## config.mk

```make
export PLATFORM = sky130hd
export DESIGN_NAME = el_request_scheduler_flat
export DESIGN_NICKNAME = d
export VERILOG_FILES = /design/src/rtl/el_request_scheduler_pkg.sv /design/src/rtl/el_request_scheduler_if.sv /design/src/rtl/el_call_latch.sv /design/src/rtl/el_request_scheduler.sv /design/src/flat_wrapper.sv
export SDC_FILE = /design/constraint.sdc
export NUM_CORES = 1
export LEC_CHECK = 0
export ABC_AREA = 1
export CAP_MARGIN = 0
export CORE_MARGIN = 2
export CORE_UTILIZATION = 53
export CTS_CLUSTER_SIZE = 30
export DETAILED_ROUTE_END_ITERATION = 16
export GPL_TIMING_DRIVEN = 1
export MAX_ROUTING_LAYER = met4
export PLACE_DENSITY = 0.82
export SKIP_CTS_REPAIR_TIMING = 1
export SLEW_MARGIN = 20
export SYNTH_ARGS = -nofsm -noshare
export SYNTH_HDL_FRONTEND = slang
export SYNTH_SLANG_ARGS = --single-unit
```

## constraint.sdc

```tcl
create_clock -name CLK -period 3.6 [get_ports CLK]
set_clock_uncertainty 0.15 [all_clocks]
set_input_delay 0.36 -clock CLK [delete_from_list [all_inputs] [get_ports CLK]]
set_output_delay 0.36 -clock CLK [all_outputs]
set_load 0.03 [all_outputs]
```

## src/rtl/el_request_scheduler_pkg.sv

```systemverilog
// Shared constants for the elevator request scheduler: motor command
// encodings, FSM state codes, floor numbers and pending-bit layout.
package el_pkg;

  // Motor command encodings
  localparam logic [1:0] AC_UP   = 2'b10;
  localparam logic [1:0] AC_DOWN = 2'b01;
  localparam logic [1:0] AC_STOP = 2'b00;

  // FSM state encoding
  localparam logic [1:0] ST_IDLE      = 2'd0;
  localparam logic [1:0] ST_DOOR_OPEN = 2'd1;
  localparam logic [1:0] ST_MOVE_UP   = 2'd2;
  localparam logic [1:0] ST_MOVE_DOWN = 2'd3;

  // Floor numbers as shown on the display
  localparam logic [1:0] FL1 = 2'd1;
  localparam logic [1:0] FL2 = 2'd2;
  localparam logic [1:0] FL3 = 2'd3;

  localparam logic DIR_UP   = 1'b1;
  localparam logic DIR_DOWN = 1'b0;

  // Pending vector layout {D3,D2,U2,U1,F3,F2,F1}
  localparam int P_F1 = 0;
  localparam int P_F2 = 1;
  localparam int P_F3 = 2;
  localparam int P_U1 = 3;
  localparam int P_U2 = 4;
  localparam int P_D2 = 5;
  localparam int P_D3 = 6;

  localparam logic [6:0] CAB_MASK     = 7'b0000111;
  localparam logic [6:0] HALL_UP_MASK = 7'b0011000;
  localparam logic [6:0] HALL_DN_MASK = 7'b1100000;

  // All pending bits (cab and hall) that belong to floor f
  function automatic logic [6:0] floor_mask(input logic [1:0] f);
    logic [6:0] m;
    m = '0;
    case (f)
      FL1: begin
        m[P_F1] = 1'b1;
        m[P_U1] = 1'b1;
      end
      FL2: begin
        m[P_F2] = 1'b1;
        m[P_U2] = 1'b1;
        m[P_D2] = 1'b1;
      end
      FL3: begin
        m[P_F3] = 1'b1;
        m[P_D3] = 1'b1;
      end
      default: m = '0;
    endcase
    return m;
  endfunction

endpackage

```

## src/rtl/el_request_scheduler_if.sv

```systemverilog
// Buttons, floor sensors and car outputs of the elevator scheduler.
interface el_request_scheduler_if;
  logic       F1, F2, F3;
  logic       U1, U2;
  logic       D2, D3;
  logic       S1, S2, S3;
  logic [1:0] AC;
  logic [1:0] DISP;
  logic       open;
  logic [6:0] pending;
  logic       busy;

  // Environment side: drives buttons and sensors, observes the car
  modport master (
    output F1, F2, F3, U1, U2, D2, D3, S1, S2, S3,
    input  AC, DISP, open, pending, busy
  );

  // Scheduler side
  modport slave (
    input  F1, F2, F3, U1, U2, D2, D3, S1, S2, S3,
    output AC, DISP, open, pending, busy
  );
endinterface

```

## src/rtl/el_call_latch.sv

```systemverilog
// Pending-call register with per-floor clear, set suppression for the
// floor whose door is open, and floor-relative request summaries.
module el_call_latch
  import el_pkg::*;
(
  input  logic       i_clk,
  input  logic       i_srst,
  input  logic [6:0] i_set,
  input  logic       i_clr_en,
  input  logic [1:0] i_clr_floor,
  input  logic       i_supp_en,
  input  logic [1:0] i_supp_floor,
  input  logic [1:0] i_qpos,
  output logic [6:0] o_pending,
  output logic       o_req_at,
  output logic       o_above,
  output logic       o_below,
  output logic       o_stop_up,
  output logic       o_stop_dn
);

  logic [6:0] r_pending;
  logic [6:0] w_set;
  logic [6:0] w_clr;
  logic [6:0] w_qmask;
  logic [3:1] w_req;

  assign w_set   = i_set & ~(i_supp_en ? floor_mask(i_supp_floor) : 7'd0);
  assign w_clr   = i_clr_en ? floor_mask(i_clr_floor) : 7'd0;
  assign w_qmask = floor_mask(i_qpos);

  // Latch new calls; a new press wins over a clear of the same bit
  always_ff @(posedge i_clk) begin
    if (i_srst) begin
      r_pending <= '0;
    end else begin
      r_pending <= w_set | (r_pending & ~w_clr);
    end
  end

  genvar gi;
  generate
    for (gi = 1; gi <= 3; gi++) begin : g_req
      assign w_req[gi] = |(r_pending & floor_mask(2'(gi)));
    end
  endgenerate

  // Calls strictly above / below the query floor
  always_comb begin
    o_above = 1'b0;
    o_below = 1'b0;
    case (i_qpos)
      FL1: o_above = w_req[2] | w_req[3];
      FL2: begin
        o_above = w_req[3];
        o_below = w_req[1];
      end
      FL3: o_below = w_req[1] | w_req[2];
      default: begin
        o_above = 1'b0;
        o_below = 1'b0;
      end
    endcase
  end

  assign o_pending = r_pending;
  assign o_req_at  = |(r_pending & w_qmask);
  assign o_stop_up = |(r_pending & w_qmask & (CAB_MASK | HALL_UP_MASK));
  assign o_stop_dn = |(r_pending & w_qmask & (CAB_MASK | HALL_DN_MASK));

endmodule

```

## src/rtl/el_request_scheduler.sv

```systemverilog
// SCAN sequencing controller for a 3-floor car: tracks position from the
// floor sensors, picks direction, drives motor/display/door and times dwell.
module el_request_scheduler
  import el_pkg::*;
#(
  parameter int unsigned DOOR_CYCLES = 4
) (
  input logic             CLK,
  input logic             RST,
  el_request_scheduler_if.slave bus
);

  localparam logic [7:0] DWELL_LOAD = 8'(DOOR_CYCLES - 1);

  logic [1:0] r_state, w_state_next;
  logic [1:0] r_pos, w_pos_next;
  logic       r_dir, w_dir_next;
  logic [7:0] r_door_cnt, w_door_cnt_next;
  logic [6:0] w_btn;
  logic [2:0] w_sens;
  logic       w_arr_up, w_arr_dn;
  logic [1:0] w_qpos;
  logic       w_enter_door;
  logic       w_own_btn;
  logic       w_go_up;
  logic [6:0] w_pending;
  logic       w_req_at, w_above, w_below, w_stop_up, w_stop_dn;
  logic [1:0] w_ac;

  assign w_btn  = {bus.D3, bus.D2, bus.U2, bus.U1, bus.F3, bus.F2, bus.F1};
  assign w_sens = {bus.S3, bus.S2, bus.S1};

  // Arrival needs the next floor's sensor alone; any other pattern holds
  assign w_arr_up = (r_state == ST_MOVE_UP) &&
                    (((r_pos == FL1) && (w_sens == 3'b010)) ||
                     ((r_pos == FL2) && (w_sens == 3'b100)));
  assign w_arr_dn = (r_state == ST_MOVE_DOWN) &&
                    (((r_pos == FL3) && (w_sens == 3'b010)) ||
                     ((r_pos == FL2) && (w_sens == 3'b001)));

  // Request queries are made for the floor the car is at after this edge
  assign w_qpos = w_arr_up ? (r_pos + 2'd1) :
                  w_arr_dn ? (r_pos - 2'd1) : r_pos;

  assign w_own_btn = |(w_btn & floor_mask(r_pos));
  assign w_go_up   = w_above && ((r_dir == DIR_UP) || !w_below);

  el_call_latch u_call_latch (
    .i_clk        (CLK),
    .i_srst       (RST),
    .i_set        (w_btn),
    .i_clr_en     (w_enter_door),
    .i_clr_floor  (w_qpos),
    .i_supp_en    (r_state == ST_DOOR_OPEN),
    .i_supp_floor (r_pos),
    .i_qpos       (w_qpos),
    .o_pending    (w_pending),
    .o_req_at     (w_req_at),
    .o_above      (w_above),
    .o_below      (w_below),
    .o_stop_up    (w_stop_up),
    .o_stop_dn    (w_stop_dn)
  );

  // Next-state, position, direction and dwell counter decisions
  always_comb begin
    w_state_next    = r_state;
    w_pos_next      = r_pos;
    w_dir_next      = r_dir;
    w_door_cnt_next = r_door_cnt;
    w_enter_door    = 1'b0;
    case (r_state)
      ST_IDLE: begin
        case (w_sens)
          3'b001:  w_pos_next = FL1;
          3'b010:  w_pos_next = FL2;
          3'b100:  w_pos_next = FL3;
          default: w_pos_next = r_pos;
        endcase
        if (w_req_at) begin
          w_enter_door = 1'b1;
        end else if (w_go_up) begin
          w_state_next = ST_MOVE_UP;
          w_dir_next   = DIR_UP;
        end else if (w_below) begin
          w_state_next = ST_MOVE_DOWN;
          w_dir_next   = DIR_DOWN;
        end
      end
      ST_DOOR_OPEN: begin
        if (w_own_btn) begin
          w_door_cnt_next = DWELL_LOAD;
        end else if (r_door_cnt == 8'd0) begin
          if (w_go_up) begin
            w_state_next = ST_MOVE_UP;
            w_dir_next   = DIR_UP;
          end else if (w_below) begin
            w_state_next = ST_MOVE_DOWN;
            w_dir_next   = DIR_DOWN;
          end else begin
            w_state_next = ST_IDLE;
          end
        end else begin
          w_door_cnt_next = r_door_cnt - 8'd1;
        end
      end
      ST_MOVE_UP: begin
        if (w_arr_up) begin
          w_pos_next = w_qpos;
          if (w_stop_up || (w_qpos == FL3) || !w_above) w_enter_door = 1'b1;
        end
      end
      ST_MOVE_DOWN: begin
        if (w_arr_dn) begin
          w_pos_next = w_qpos;
          if (w_stop_dn || (w_qpos == FL1) || !w_below) w_enter_door = 1'b1;
        end
      end
      default: w_state_next = ST_IDLE;
    endcase
    if (w_enter_door) begin
      w_state_next    = ST_DOOR_OPEN;
      w_door_cnt_next = DWELL_LOAD;
    end
  end

  // Controller state registers
  always_ff @(posedge CLK) begin
    if (RST) begin
      r_state    <= ST_IDLE;
      r_pos      <= FL1;
      r_dir      <= DIR_UP;
      r_door_cnt <= 8'd0;
    end else begin
      r_state    <= w_state_next;
      r_pos      <= w_pos_next;
      r_dir      <= w_dir_next;
      r_door_cnt <= w_door_cnt_next;
    end
  end

  // Motor command decoded from state
  always_comb begin
    case (r_state)
      ST_MOVE_UP:   w_ac = AC_UP;
      ST_MOVE_DOWN: w_ac = AC_DOWN;
      default:      w_ac = AC_STOP;
    endcase
  end

  assign bus.AC      = w_ac;
  assign bus.DISP    = r_pos;
  assign bus.open    = (r_state == ST_DOOR_OPEN);
  assign bus.pending = w_pending;
  assign bus.busy    = (r_state != ST_IDLE);

endmodule

```

## src/flat_wrapper.sv

```systemverilog
// flat-port wrapper written by rule: the top's interface ports become plain ports
module el_request_scheduler_flat import el_pkg::*;
#(
  parameter int unsigned DOOR_CYCLES = 4
)
  (CLK, RST, bus_F1, bus_F2, bus_F3, bus_U1, bus_U2, bus_D2, bus_D3, bus_S1, bus_S2, bus_S3, bus_AC, bus_DISP, bus_open, bus_pending, bus_busy);
  el_request_scheduler_if bus_i ();
  input logic CLK;
  input logic RST;
  input wire logic [$bits(bus_i.F1)-1:0] bus_F1;
  input wire logic [$bits(bus_i.F2)-1:0] bus_F2;
  input wire logic [$bits(bus_i.F3)-1:0] bus_F3;
  input wire logic [$bits(bus_i.U1)-1:0] bus_U1;
  input wire logic [$bits(bus_i.U2)-1:0] bus_U2;
  input wire logic [$bits(bus_i.D2)-1:0] bus_D2;
  input wire logic [$bits(bus_i.D3)-1:0] bus_D3;
  input wire logic [$bits(bus_i.S1)-1:0] bus_S1;
  input wire logic [$bits(bus_i.S2)-1:0] bus_S2;
  input wire logic [$bits(bus_i.S3)-1:0] bus_S3;
  output wire logic [$bits(bus_i.AC)-1:0] bus_AC;
  output wire logic [$bits(bus_i.DISP)-1:0] bus_DISP;
  output wire logic [$bits(bus_i.open)-1:0] bus_open;
  output wire logic [$bits(bus_i.pending)-1:0] bus_pending;
  output wire logic [$bits(bus_i.busy)-1:0] bus_busy;
  assign bus_i.F1 = bus_F1;
  assign bus_i.F2 = bus_F2;
  assign bus_i.F3 = bus_F3;
  assign bus_i.U1 = bus_U1;
  assign bus_i.U2 = bus_U2;
  assign bus_i.D2 = bus_D2;
  assign bus_i.D3 = bus_D3;
  assign bus_i.S1 = bus_S1;
  assign bus_i.S2 = bus_S2;
  assign bus_i.S3 = bus_S3;
  assign bus_AC = bus_i.AC;
  assign bus_DISP = bus_i.DISP;
  assign bus_open = bus_i.open;
  assign bus_pending = bus_i.pending;
  assign bus_busy = bus_i.busy;
  el_request_scheduler #(.DOOR_CYCLES(DOOR_CYCLES)) u_core (.CLK(CLK), .RST(RST), .bus(bus_i));
endmodule
```

After elaboration in Yosys (flattened, before gate mapping)
Index checks and enable logic that the tools add are counted.
{ "op_classes": {"n_eq_ne": 25, "addsub": 3, "mux": 44, "bitwise": 9, "n_reduce_logical": 37} }
{ "ops": {"columns": ["cell", "n"], "rows": [
  ["$mux 2", 15],
  ["$and 7x7->7", 4],
  ["$mux 1", 17],
  ["$mux 8", 2],
  ["$mux 7", 2],
  ["$not 7->7", 2],
  ["$reduce_or 7->1", 2],
  ["$eq 2x2->1 const B", 6],
  ["$pmux 2 s3", 2],
  ["$reduce_and 5->1", 2],
  ["$reduce_or 5->1", 2],
  ["$logic_not 8->1", 1],
  ["$ne 2x1->1 const B", 4],
  ["$pmux 2 s2", 2],
  ["$reduce_and 4->1", 2],
  ["$sub 8x1->8 const B", 1],
  ["$logic_and 1x1->1", 7],
  ["$logic_or 1x1->1", 7],
  ["$or 7x7->7", 1],
  ["$eq 2x1->1 const B", 3],
  ["$ne 3x2->1 const B", 2],
  ["$ne 3x3->1 const B", 2],
  ["$pmux 1 s2", 3],
  ["$reduce_bool 2->1", 3],
  ["17 further kinds", 24]
]} }
{ "totals": {"register_bits": 20, "elab_cells": 125, "input_bits": 12} }

Longest topological paths before layout
{ "logic_depth": {"word_depth": 19, "ltp_mapped": 21} }

By module
Synthesis repeated with hierarchy kept, for this count alone.
{ "unflattened": {"hier_cells": 229, "hier_area_um2": 1451.4} }
{ "by_module_without_submodules": {"columns": ["module", "instances", "area_per_inst_um2", "cells_per_inst"], "rows": [
  ["el_request_scheduler", 1, 998.5, 156],
  ["el_call_latch", 1, 452.9, 73]
]} }

Least setup slack after synthesis
Ideal clock, no wire load.
{ "synth_timing": {"path_kind": "flip-flop to flip-flop", "start": "register u_core.r_pos[0], in the netlist u_core.bus.DISP[0]", "end": "register u_core.r_state[0]", "t_required_ns": 3.338, "period_less_slack_ns": 2.834, "arrival_ns": 2.573, "setup_ns": 0.112, "n_path_buf": 0, "path_slack_ns": 0.766, "path_stages_with_launch": 20, "path_cell_list": "dfxtp_1 -> inv_1 -> ha_1 -> nand4_1 -> nand2_1 -> nand2_1 -> inv_1 -> o21ai_0 -> nand2_1 -> ha_1 -> nand2_1 -> nand3_1 -> nor2_1 -> nand2_1 -> nand2_4 -> inv_2 -> nor2_4 -> nand3_1 -> nor2_1 -> nor2_1"} }
{ "synth_between": {"elab_chain_cells": 17, "word_cells_on_any_way": 62, "cone_classes": "2 x add/sub; 10 x eq/ne; 26 x mux; 2 x bitwise; 22 x reduce/logical"} }
{ "synth_lines": {"columns": ["element", "line_no", "text"], "rows": [
  ["start: declaration", "el_request_scheduler.sv:16", "logic [1:0] r_pos, w_pos_next;"],
  ["start signal: assignment", "el_request_scheduler.sv:136", "r_pos <= w_pos_next;"],
  ["$eq 2x2->1, on equally long branches", null, null],
  ["$logic_and 1x1->1, on equally long branches", "el_request_scheduler.sv:38, el_request_scheduler.sv:39", null],
  ["$logic_or 1x1->1", "el_request_scheduler.sv:38", "(((r_pos == FL3) && (w_sens == 3'b010)) ||"],
  ["$logic_and 1x1->1", "el_request_scheduler.sv:37", "assign w_arr_dn = (r_state == ST_MOVE_DOWN) &&"],
  ["$mux 2", "el_request_scheduler.sv:43", "w_arr_dn ? (r_pos - 2'd1) : r_pos;"],
  ["$mux 2", "el_request_scheduler.sv:42", "assign w_qpos = w_arr_up ? (r_pos + 2'd1) :"],
  ["$eq 2x1->1 (tied with other cells)", "el_request_scheduler_pkg.sv:41, el_call_latch.sv:52, el_request_scheduler.sv:116", null],
  ["$mux 1 / $mux 2 (equally long branches)", "el_request_scheduler_pkg.sv:41", "case (f)"],
  ["$and 7x7->7", "el_call_latch.sv:67, el_call_latch.sv:69", null],
  ["$reduce_or 5->1, on equally long branches", "el_call_latch.sv:69, el_call_latch.sv:68", null],
  ["$logic_or 1x1->1, on equally long branches (2 in a row)", "el_request_scheduler.sv:116, el_request_scheduler.sv:110", null],
  ["$mux 1, on equally long branches", "el_request_scheduler.sv:116, el_request_scheduler.sv:110", null],
  ["$mux 1, on equally long branches", "el_request_scheduler.sv:114, el_request_scheduler.sv:108", null],
  ["$pmux 1 s3", "el_request_scheduler.sv:72", "case (r_state)"],
  ["$ne 4x2->1 (no line) (tied with other cells)", null, null],
  ["$reduce_and 5->1 (no line)", null, null],
  ["end signal: assignment", "el_request_scheduler.sv:135", "r_state <= w_state_next;"],
  ["end: declaration", "el_request_scheduler.sv:15", "logic [1:0] r_state, w_state_next;"]
]} }
Several ways; a longest one is shown, not always the timed one. The select of a mux whose other input is x is not followed.
A chain may end at the register's enable or synchronous reset.

Final worst setup path
{ "layout_timing": {"start": "register u_core.r_pos[0], in the netlist u_core.bus.DISP[0]", "end": "register u_core.r_door_cnt[4]"} }
{ "layout_between": {"elab_chain_cells": 16, "word_cells_on_any_way": 50, "cone_classes": "2 x add/sub; 7 x eq/ne; 19 x mux; 2 x bitwise; 20 x reduce/logical"} }
{ "layout_lines": {"columns": ["element", "line_no", "text"], "rows": [
  ["$eq 2x2->1, on equally long branches", null, null],
  ["$logic_and 1x1->1, on equally long branches", "el_request_scheduler.sv:38, el_request_scheduler.sv:39", null],
  ["$logic_or 1x1->1", "el_request_scheduler.sv:38", null],
  ["$logic_and 1x1->1", "el_request_scheduler.sv:37", null],
  ["$mux 2", "el_request_scheduler.sv:43", null],
  ["$mux 2", "el_request_scheduler.sv:42", null],
  ["$eq 2x1->1 (tied with other cells)", "el_request_scheduler_pkg.sv:41, el_call_latch.sv:52, el_request_scheduler.sv:116", null],
  ["$mux 1 / $mux 2 (equally long branches)", "el_request_scheduler_pkg.sv:41", null],
  ["$and 7x7->7", "el_call_latch.sv:67, el_call_latch.sv:69", null],
  ["$reduce_or 5->1, on equally long branches", "el_call_latch.sv:69, el_call_latch.sv:68", null],
  ["$logic_or 1x1->1, on equally long branches (2 in a row)", "el_request_scheduler.sv:116, el_request_scheduler.sv:110", null],
  ["$mux 1, on equally long branches", "el_request_scheduler.sv:116, el_request_scheduler.sv:110", null],
  ["$mux 1, on equally long branches", "el_request_scheduler.sv:114, el_request_scheduler.sv:108", null],
  ["$pmux 1 s3", "el_request_scheduler.sv:72", null],
  ["$reduce_or 2->1 (no line)", null, null],
  ["end signal: assignment", "el_request_scheduler.sv:138", "r_door_cnt <= w_door_cnt_next;"],
  ["end: declaration", "el_request_scheduler.sv:18", "logic [7:0] r_door_cnt, w_door_cnt_next;"]
]} }
Several ways; a longest one is shown, not always the timed one.

==> results.md <==
* Status: completed
* Layout cells sized above 1 at 13.5%
* Max frequency at 0.326 GHz
* DRT iter0 DRCs at 126
* Tot Pwr at 0.00174 W
* Final setup vio count at 0
* Io pins at 25
* GRT overflow at 0
* Sink Count at 20
* Rel. slew slack at 58.1%
* Multi-input gate area at 0.00103 mm^2
* CP max FO at 6
* Synth-to-Final Area Change at 20.5%
* Initial antenna violation count at 0
* Routed Antenna Nets at 0
* Overall Global Routing Usage at 26.6%
* Unique masters post-synth at 26
* CTS max path bufs at 2
* Largest net degree at the start of global routing at 13
* Fill cell count at between 200 and 300
* Worst-path clk slew at 0.12 ns
* DRC at 0
* HP Class: reg -> reg
* Reg area at approximately 400 um^2
* CTS tree: done
* Via count at 1645
* RSZ-0062 raised after global routing: false
* Die Ht at 58.6 um
* Diodes inserted at 0
* Initial core utilization at between 50% and 60%
* Vias in the first global route at 1599
* Core Rows at 19
* Synth Register Bits at 20
* Pwr per Cell Area at between 900 and 1000 mW/mm^2
* Chip Width at 58.6 um
* Cell Area, Synth at 0.00158 mm^2
* GR peak layer: met2
* Setup TNS at 0 ns
* Dpl hpwl at approximately 3.0 mm
* Clock H-tree levels at 1
* Synth Instances at between 200 and 250
* Post-Layout Cell Count at 305
* GR Layer Usage met2 at a little over two fifths
* Crit Path Class: reg -> reg
* Final Max Tran Viols at 0
* Worst Path Required at 3.71 ns
* Drt wl/cell at 12.7 um
* TritonCTS Buffers at 3
* Crit path DAT at 3.18 ns
* Post-synthesis sequential area ratio at between 20% and 30%
* Syn nets at 267
* CTS root buf: clkbuf_4
* Syn_area_per_cell at 6.36 um^2
* Minimum clock period at 3.07 ns
* Kind of end point of the critical path: flip-flop
* Max-cap viol count at 0
* Core area at 0.00278 mm^2
* Worst-margin pin slew at 0.627 ns
* GP Congestion at 0.932
* Max VDD drop at ~0.00066 V
* Placed Cells incl. Taps at 301
* First-pass DRT Iterations at 4
* DR vias/cell at roughly 5.4
* P_leak at ~0.93 nW
* First-pass GRT wire length at slightly below 7 mm
* Hold Fails Final Rpt at 0
* GRT met1 Usage at 33.6%
* Routed WL at just under 4 mm
* Ys Warns at 0
* GRT met3 Usage at 3.74%
* Clk_lat worst skew at 0.32 ns
* Startpoint class of the critical path: flip-flop
* Nets at ~290
* Die footprint at around 0.0034 mm^2
* Tcrit/Tclk final at around 85%
* Port Buffers at 24
## cell usage after synthesis
cell type	instances	area (um^2)
nor2_2	2	12.5
nor2_4	2	22.5
ha_1	7	87.6
nand4_1	11	68.8
nor3_2	1	10.0
inv_2	6	22.5
clkbuf_1	1	3.75
o21ai_0	13	65.1
nand2_4	2	22.5
o31ai_2	1	12.5
inv_1	31	116
nor3_1	1	5.00
dfxtp_1	20	400
xnor2_1	1	8.76
nand2_2	5	31.3
nand3_4	2	35.0
a21oi_2	11	96.3
nand3_1	24	120
a21oi_1	5	25.0
xor2_1	3	26.3
buf_2	1	5.00
nand2_1	66	248
o21ai_1	2	10.0
nor2_1	28	105
nand3b_1	1	7.51
nand3_2	1	10.0
## area by class of cell
| type | instances | share of cell area, % |
|---|---|---|
| clock buffers | 3 | 1.18 |
| clock inverters | 1 | 1.58 |
| inverters | 37 | 7.31 |
| multi-input cells | 189 | 54.2 |
| flip-flops and latches | 20 | 21.1 |
| well taps | 31 | 2.04 |
| repair buffers | 24 | 12.6 |
## critical path, stage by stage, from the launching register on
cell,delay (ns)
dfxtp_1,0.48
inv_1,0.09
ha_1,0.26
nand4_1,0.13
nand2_1,0.08
nand2_1,0.13
inv_1,0.07
o21ai_0,0.17
nand2_1,0.11
ha_1,0.28
nand2_1,0.11
nand3_1,0.11
nor2_1,0.11
nand2_1,0.09
nand2_4,0.11
inv_2,0.05
nor2_4,0.17
nand4_1,0.16
a21oi_1,0.15
## placed cells by master, fill, tap and decap left out, types with 3 or more instances in the layout
master / netlist / layout
a21oi_1: 5 / 5
a21oi_2: 11 / 11
clkbuf_4: 0 / 3
clkdlybuf4s50_1: 0 / 24
dfxtp_1: 20 / 20
ha_1: 7 / 7
inv_1: 31 / 31
inv_2: 6 / 6
nand2_1: 66 / 66
nand2_2: 5 / 5
nand3_1: 24 / 24
nand4_1: 11 / 11
nor2_1: 28 / 28
o21ai_0: 13 / 13
xor2_1: 3 / 3
## cell families (layout without fill, tap and decap cells)
kind of cell	count (synthesis)	in the layout	share of synthesized area, %
buffers and inverters	39	65	9.36
AND/OR/NAND/NOR	146	146	44.3
AO/OA/AOI/OAI	32	32	13.2
flip-flops	20	20	25.4
adder cells (fa/ha/maj)	7	7	5.55
XOR/XNOR	4	4	2.22
## metrics by stage
step	area (um^2)	hold slack, ns	util [%]	setup slack [ns]
after detailed placement	1850	0.324	66.4	0.406
after global placement	1850	0.316	66.4	0.522
after global routing	1900	0.364	68.3	0.145
after CTS	1900	0.344	68.3	0.555
final	1900	0.341	68.3	0.533
after floorplan	1580	0.305	-	0.766
## power breakdown
group	total [W]	switching, W	leakage (nW)	internal, W
registers	0.000356	0.0000683	0.165	0.000288
clock network	0.000193	0.0000803	0.0279	0.000113
logic	0.00119	0.000760	0.734	0.000426
## per-layer routing
| layer | wire (um) | part of all wire (%) | vias to the layer above |
|---|---|---|---|
| met5 | 0 | 0 | - |
| met3 | 236 | 6.1 | 8 |
| met2 | 1810 | 47 | 53 |
| met1 | 1750 | 45 | 727 |
| li1 | - | - | 857 |
| met4 | 88 | 2.3 | 0 |
## final timing paths
kind	start	endpoint	slack, ns	cells after the start
setup / recovery	u_core.bus.DISP[0]	u_core.r_door_cnt[4]	0.53	18
hold / removal	u_core.r_door_cnt[7]	u_core.r_door_cnt[7]	0.34	2
setup reg to reg	u_core.bus.DISP[0]	u_core.r_door_cnt[4]	0.53	18
hold reg to reg	u_core.r_door_cnt[7]	u_core.r_door_cnt[7]	0.34	2
## sequential cells by signal, indices dropped and copies added, names as in the netlist
| name | flops |
|---|---|
| u_core.r_door_cnt | 8 |
| u_core.u_call_latch.o_pending | 7 |
| u_core.r_dir | 1 |
| u_core.r_state | 2 |
| u_core.bus.DISP | 2 |
(Power assumes the default switching activity.)
